$ cat src/rtl/bcd_pkg.sv
// Shared definitions for the sequential BCD-to-binary converter.
//   state_t            : converter FSM states
//   BCD_* constants    : digit width, adjust threshold/value, largest legal digit
//   bin_w_for_digits() : minimum binary width able to hold 10^digits - 1
package bcd_pkg;

   typedef enum logic [1:0] {
      IDLE,
      CONV,
      DONE
   } state_t;

   localparam int unsigned BCD_DIGIT_W    = 4;
   localparam int unsigned BCD_ADJ_THRESH = 8;
   localparam int unsigned BCD_ADJ_VAL    = 3;
   localparam int unsigned BCD_MAX_DIGIT  = 9;

   typedef logic [BCD_DIGIT_W-1:0] digit_t;

   // Smallest w with 2^w >= 10^digits.
   function automatic int unsigned bin_w_for_digits(input int unsigned digits);
      longint unsigned pow10;
      int unsigned     w;
      pow10 = 1;
      for (int unsigned i = 0; i < digits; i++) begin
         pow10 = pow10 * 10;
      end
      w = 0;
      while ((longint'(1) << w) < pow10) begin
         w++;
      end
      return w;
   endfunction

endpackage

$ cat src/rtl/bcd2bin_seq_if.sv
// Handshake/data bundle of the BCD-to-binary converter.
//   iSTART : conversion request (master -> slave)
//   iBCD   : packed BCD operand, digit 0 in the low nibble (master -> slave)
//   oBUSY  : conversion in progress (slave -> master)
//   oDONE  : one-cycle result-valid pulse (slave -> master)
//   oERR   : operand had a nibble > 9 (slave -> master)
//   oBIN   : binary result (slave -> master)
interface bcd2bin_seq_if
   import bcd_pkg::*;
#(
   parameter int unsigned DIGITS = 3,
   parameter int unsigned BIN_W  = 10
) ();

   logic                          iSTART;
   logic [DIGITS*BCD_DIGIT_W-1:0] iBCD;
   logic                          oBUSY;
   logic                          oDONE;
   logic                          oERR;
   logic [BIN_W-1:0]              oBIN;

   modport master (
      output iSTART, iBCD,
      input  oBUSY, oDONE, oERR, oBIN
   );

   modport slave (
      input  iSTART, iBCD,
      output oBUSY, oDONE, oERR, oBIN
   );

endinterface

$ cat src/rtl/bcd_digit_sub3.sv
// One BCD digit correction cell for the reverse shift/adjust algorithm:
// a digit of 8 or more has 3 subtracted (4-bit arithmetic, no borrow out).
//   digit_in  : shifted BCD digit
//   digit_out : corrected digit
module bcd_digit_sub3
   import bcd_pkg::*;
(
   input  digit_t digit_in,
   output digit_t digit_out
);

   always_comb begin
      digit_out = digit_in;
      if (digit_in >= digit_t'(BCD_ADJ_THRESH)) begin
         digit_out = digit_in - digit_t'(BCD_ADJ_VAL);
      end
   end

endmodule

$ cat src/rtl/bcd2bin_seq.sv
// Sequential BCD-to-binary converter (reverse double-dabble).
// Each CONV cycle shifts {bcd, bin} right by one and then subtracts 3 from
// every BCD digit that is 8 or more; after BIN_W cycles bin holds the value.
//   iCLK : clock, rising edge
//   iRST : synchronous active-high reset
//   bus  : slave side of bcd2bin_seq_if (iSTART/iBCD in, oBUSY/oDONE/oERR/oBIN out)
module bcd2bin_seq
   import bcd_pkg::*;
#(
   parameter int unsigned DIGITS = 3,
   parameter int unsigned BIN_W  = 10
) (
   input logic          iCLK,
   input logic          iRST,
   bcd2bin_seq_if.slave bus
);

   localparam int unsigned BCD_W = DIGITS * BCD_DIGIT_W;
   localparam int unsigned CNT_W = $clog2(BIN_W + 1);

   state_t           state;
   logic [BCD_W-1:0] bcd_q;
   logic [BCD_W-1:0] bcd_shift;
   logic [BCD_W-1:0] bcd_adj;
   logic [BIN_W-1:0] bin_q;
   logic [CNT_W-1:0] cnt_q;
   logic             err_q;
   logic             bad_digit;

   assign bcd_shift = bcd_q >> 1;

   for (genvar g = 0; g < DIGITS; g++) begin : g_digit
      bcd_digit_sub3 u_sub3 (
         .digit_in  (bcd_shift[g*BCD_DIGIT_W +: BCD_DIGIT_W]),
         .digit_out (bcd_adj[g*BCD_DIGIT_W +: BCD_DIGIT_W])
      );
   end

   always_comb begin
      bad_digit = 1'b0;
      for (int unsigned i = 0; i < DIGITS; i++) begin
         if (bus.iBCD[i*BCD_DIGIT_W +: BCD_DIGIT_W] > digit_t'(BCD_MAX_DIGIT)) begin
            bad_digit = 1'b1;
         end
      end
   end

   // oDONE/oBIN/oERR are registered while leaving DONE, so the pulse lands
   // BIN_W+1 edges after a valid accept and 1 edge after an invalid one.
   always_ff @(posedge iCLK) begin
      if (iRST) begin
         state     <= IDLE;
         bcd_q     <= '0;
         bin_q     <= '0;
         cnt_q     <= '0;
         err_q     <= 1'b0;
         bus.oBUSY <= 1'b0;
         bus.oDONE <= 1'b0;
         bus.oERR  <= 1'b0;
         bus.oBIN  <= '0;
      end else begin
         bus.oDONE <= 1'b0;
         case (state)
            IDLE: begin
               if (bus.iSTART) begin
                  bcd_q <= bus.iBCD;
                  bin_q <= '0;
                  cnt_q <= '0;
                  err_q <= bad_digit;
                  if (bad_digit) begin
                     state <= DONE;
                  end else begin
                     state     <= CONV;
                     bus.oBUSY <= 1'b1;
                  end
               end
            end
            CONV: begin
               bcd_q <= bcd_adj;
               bin_q <= {bcd_q[0], bin_q[BIN_W-1:1]};
               cnt_q <= cnt_q + CNT_W'(1);
               if (cnt_q == CNT_W'(BIN_W - 1)) begin
                  state     <= DONE;
                  bus.oBUSY <= 1'b0;
               end
            end
            DONE: begin
               bus.oDONE <= 1'b1;
               bus.oBIN  <= err_q ? '0 : bin_q;
               bus.oERR  <= err_q;
               state     <= IDLE;
            end
            default: begin
               state     <= IDLE;
               bus.oBUSY <= 1'b0;
            end
         endcase
      end
   end

endmodule

$ cat src/flat_wrapper.sv
// flat-port wrapper written by rule: the top's interface ports become plain ports
module bcd2bin_seq_flat import bcd_pkg::*;
#(
   parameter int unsigned DIGITS = 3,
   parameter int unsigned BIN_W  = 10
)
  (iCLK, iRST, bus_iSTART, bus_iBCD, bus_oBUSY, bus_oDONE, bus_oERR, bus_oBIN);
  bcd2bin_seq_if #(.DIGITS(DIGITS), .BIN_W(BIN_W)) bus_i ();
  input logic iCLK;
  input logic iRST;
  input wire logic [$bits(bus_i.iSTART)-1:0] bus_iSTART;
  input wire logic [$bits(bus_i.iBCD)-1:0] bus_iBCD;
  output wire logic [$bits(bus_i.oBUSY)-1:0] bus_oBUSY;
  output wire logic [$bits(bus_i.oDONE)-1:0] bus_oDONE;
  output wire logic [$bits(bus_i.oERR)-1:0] bus_oERR;
  output wire logic [$bits(bus_i.oBIN)-1:0] bus_oBIN;
  assign bus_i.iSTART = bus_iSTART;
  assign bus_i.iBCD = bus_iBCD;
  assign bus_oBUSY = bus_i.oBUSY;
  assign bus_oDONE = bus_i.oDONE;
  assign bus_oERR = bus_i.oERR;
  assign bus_oBIN = bus_i.oBIN;
  bcd2bin_seq #(.DIGITS(DIGITS), .BIN_W(BIN_W)) u_core (.iCLK(iCLK), .iRST(iRST), .bus(bus_i));
endmodule
$ cat config.mk
export PLATFORM = sky130hd
export DESIGN_NAME = bcd2bin_seq_flat
export DESIGN_NICKNAME = d
export VERILOG_FILES = /design/src/rtl/bcd_pkg.sv /design/src/rtl/bcd2bin_seq_if.sv /design/src/rtl/bcd_digit_sub3.sv /design/src/rtl/bcd2bin_seq.sv /design/src/flat_wrapper.sv
export SDC_FILE = /design/constraint.sdc
export NUM_CORES = 1
export LEC_CHECK = 0
export CORE_MARGIN = 2
export CORE_UTILIZATION = 55
export DETAILED_ROUTE_END_ITERATION = 7
export DONT_BUFFER_PORTS = 1
export PLACE_DENSITY = 0.74
export SLEW_MARGIN = 20
export SYNTH_ARGS = -nofsm -noshare
export SYNTH_HDL_FRONTEND = slang
export SYNTH_HIERARCHICAL = 1
export SYNTH_SLANG_ARGS = --single-unit
$ cat constraint.sdc
create_clock -name iCLK -period 2 [get_ports iCLK]
set_clock_uncertainty 0.1 [all_clocks]
set_input_delay 0.2 -clock iCLK [delete_from_list [all_inputs] [get_ports iCLK]]
set_output_delay 0.2 -clock iCLK [all_outputs]
set_load 0.05 [all_outputs]
==> impl_metrics.env <==
export IMPL_status="finished clean"
export IMPL_dp_hpwl_um=2635
export IMPL_multi_input_area_um2=1065
export IMPL_wl_um=3900
export IMPL_seqCellArea_um2=840.8
export IMPL_row_count=22
export IMPL_endpoint_kind="register"
export IMPL_port_buffers=0
export IMPL_syn2layout_area_growth_pct=6.507
export IMPL_finalCritPeriodShare=0.7618
export IMPL_wire_per_inst_um=13.83
export IMPL_first_pass_iters=6
export IMPL_layout_setup_ws_ns=0.4764
export IMPL_initial_core_util=0.5652
export IMPL_worstMarginPinSlew_ns=0.5234
export IMPL_r2r_end="u_core/bus.oBIN[7]"
export IMPL_yosysSeqAreaShare=0.4125
export IMPL_gp_congestion=0.7859
export IMPL_grt_usage=0.2054
export IMPL_min_period_ns=1.524
export IMPL_fin_nets=256
export IMPL_cts_max_level=2
export IMPL_finalMaxSlewViolations=0
export IMPL_postCtsSetupBuffers=0
export IMPL_root_buffer="clkbuf_8"
export IMPL_power_density_nw_per_um2=850.5
export IMPL_remaining_drc_errors=0
export IMPL_syn_area_per_cell_um2=8.823
export IMPL_vias=1567
export IMPL_antenna_cells=0
export IMPL_overflow=0
export IMPL_clk_pin_slew_worst_paths_ns=0.08
export IMPL_yosysWarnings=6
export IMPL_min_to="u_core/bcd_q[11]"
export IMPL_vias_per_cell=5.557
export IMPL_critPathLaunchType="register"
export IMPL_worstSetupPathType="register to register"
export IMPL_slew_headroom=0.6506
export IMPL_clockBufferDepth=2
export IMPL_synthTopCellsByArea="dfxtp_1 41%, a21oi_1 7.1%, nand2_1 5.3%"
export IMPL_cts_made_buffers=5
export IMPL_leakagePower_nw=0.7832
export IMPL_cts_tree="yes"
export IMPL_clk_latency_ns=0.30
export IMPL_drt_iter0_drc=83
export IMPL_grt_pass1_vias=1443
export IMPL_yosysTopAreaCellShare=0.4125
export IMPL_die_w_um=64.88
export IMPL_rsz0062_at_grt="no"
export IMPL_dpl_worst_slack_ns=0.4821
export IMPL_die_h_um=64.88
export IMPL_cp_startpoint="u_core/state[1]"
export IMPL_whs_path_depth=2
export IMPL_core_um2=3606
export IMPL_drive_above_1_share=0.1111
export IMPL_r2r_cells=4
export IMPL_cap_violations=0
export IMPL_finalHoldViolCount=0
export IMPL_antenna_violating_nets_post_route=0
export IMPL_finalSetupTns_ns=0
export IMPL_crit_required_ns=2.13
export IMPL_ys_ff_latch=42
export IMPL_die_area_um2=4209
export IMPL_min_path_type="input port to register"
export IMPL_grt_max_degree=41
export IMPL_yosysTopAreaCell="dfxtp_1"
export IMPL_cts_sinks=42
export IMPL_yosysUniqueCellTypes=38
export IMPL_nFillCells=339
export IMPL_reg2reg_from="u_core/state[1]"
export IMPL_path_max_fanout=9
export IMPL_syn_area_um2=2038
export IMPL_netlist_instances=231
export IMPL_min_from="bus_iBCD[11]"
export IMPL_r2r_slack_ns=0.48
export IMPL_ios=28
export IMPL_fmax_mhz=656.3
export IMPL_peakVddDrop_mv=0.4536
export IMPL_crit_arrival_ns=1.65
export IMPL_grt_pass1_wl_um=6596
export IMPL_antenna_found_initial=0
export IMPL_setup_violations=0
[critical path, stage by stage (launching register included)]
cell      delay, ns
dfxtp_1        0.50
nor2b_1        0.39
buf_4          0.22
nand3b_1       0.08
a21oi_1        0.15
[cell families (layout without fill, tap and decap cells)]
logic type | Yosys count | count (layout) | synth area share
flops | 42 | 42 | 0.4125
simple gates | 83 | 83 | 0.2032
xor+xnor | 6 | 6 | 0.02579
mux | 1 | 1 | 0.004911
fa+ha+maj | 8 | 8 | 0.04911
compound gates | 66 | 66 | 0.2302
other cells | 1 | 5 | 0.001840
buf+inv | 24 | 23 | 0.07243
[synth_stat cells]
cell and number:
nor2_1 24, a21oi_1 29, inv_1 9, a211oi_2 8, nand2_1 29, buf_8 1, a22oi_1 10, nand4_1 1
a221oi_1 1, a31oi_1 1, o2111a_1 1, mux2i_1 1, o21bai_4 1, buf_2 1, o21ba_2 1, o21ai_0 7
or3_1 1, nor3b_1 1, buf_6 4, a211oi_1 3, nand2b_4 1, clkbuf_1 5, or2b_1 1, ha_1 8
buf_4 4, a2bb2oi_1 1, a21o_1 1, nand3b_1 12, nor3_1 1, nor2b_4 1, xnor2_1 3, nand3_1 3
o211a_1 2, conb_1 1, xor2_1 3, nand2b_1 4, dfxtp_1 42, nor2b_1 4
[routing by layer]
layer | up-vias | part of all wire | global-route usage
met2 | 33 | 0.46 | 0.3338
met3 | 7 | 0.045 | 0.04514
li1 | 792 | - | -
met4 | 0 | 0.022 | 0.1197
met1 | 735 | 0.47 | 0.2484
met5 | - | 0 | 0
[placed cells by master (no fill, tap or decap), drive strengths merged, types with 2 or more instances in the layout]
cell type / instances
dfxtp: 42
nand2: 29
a21oi: 29
nor2: 24
nand3b: 12
a211oi: 11
a22oi: 10
inv: 9
ha: 8
o21ai: 7
buf: 6
clkbuf: 5
conb: 5
nor2b: 5
nand2b: 5
nand3: 3
xor2: 3
xnor2: 3
clkinvlp: 2
o211a: 2
[state kept, by name (all words and copies together), names as in the netlist]
name and flops:
u_core/bcd_q 12, u_core/bin_q 10, u_core/bus.oBIN 10, u_core/bus.oBUSY 1, u_core/bus.oDONE 1, u_core/bus.oERR 1, u_core/cnt_q 4, u_core/err_q 1
u_core/state 2
[power by group]
group / switching (W) / total (W) / internal, W
clock: 0.000309 / 0.000680 / 0.000371
sequential: 0.0000557 / 0.000927 / 0.000872
combinational: 0.000137 / 0.000239 / 0.000103
[stage by stage]
stage          area, µm²  cells  hold slack [ns]  power [W]    util
2_1_floorplan       2053    235           0.2935   0.001150       -
3_3_place_gp        2037    273           0.1709   0.001159  0.5649
3_5_place_dp        2037    273           0.1706   0.001168  0.5649
4_1_cts             2171    282         0.007990   0.001859  0.6020
5_1_grt             2171    282          0.03359   0.001928  0.6020
6_report            2171    282         0.008790   0.001846  0.6020
[worst max path at each step]
stage	endpoint	cells after the start
6_report	u_core/bus.oBIN[7]	4
5_1_grt	u_core/bus.oBIN[7]	4
4_1_cts	u_core/bus.oBIN[7]	4
3_5_place_dp	u_core/bus.oBIN[9]	4
3_3_place_gp	u_core/bus.oBIN[9]	4
2_1_floorplan	u_core/bus.oBUSY	3
[cell type report]
type / count / area share
clock buffer: 5 / 0.03170
clock inverter: 3 / 0.02075
inverter: 9 / 0.01556
multi-input combinational: 169 / 0.4905
sequential: 42 / 0.3873
tap: 48 / 0.02767
timing repair buffer: 6 / 0.02651
[timing repair]
item                      CTS  global route
hold buffers                1             0
resized for setup           0             0
hold endpoints to repair   41             0
No activity file was read; power rests on OpenSTA's default activity.
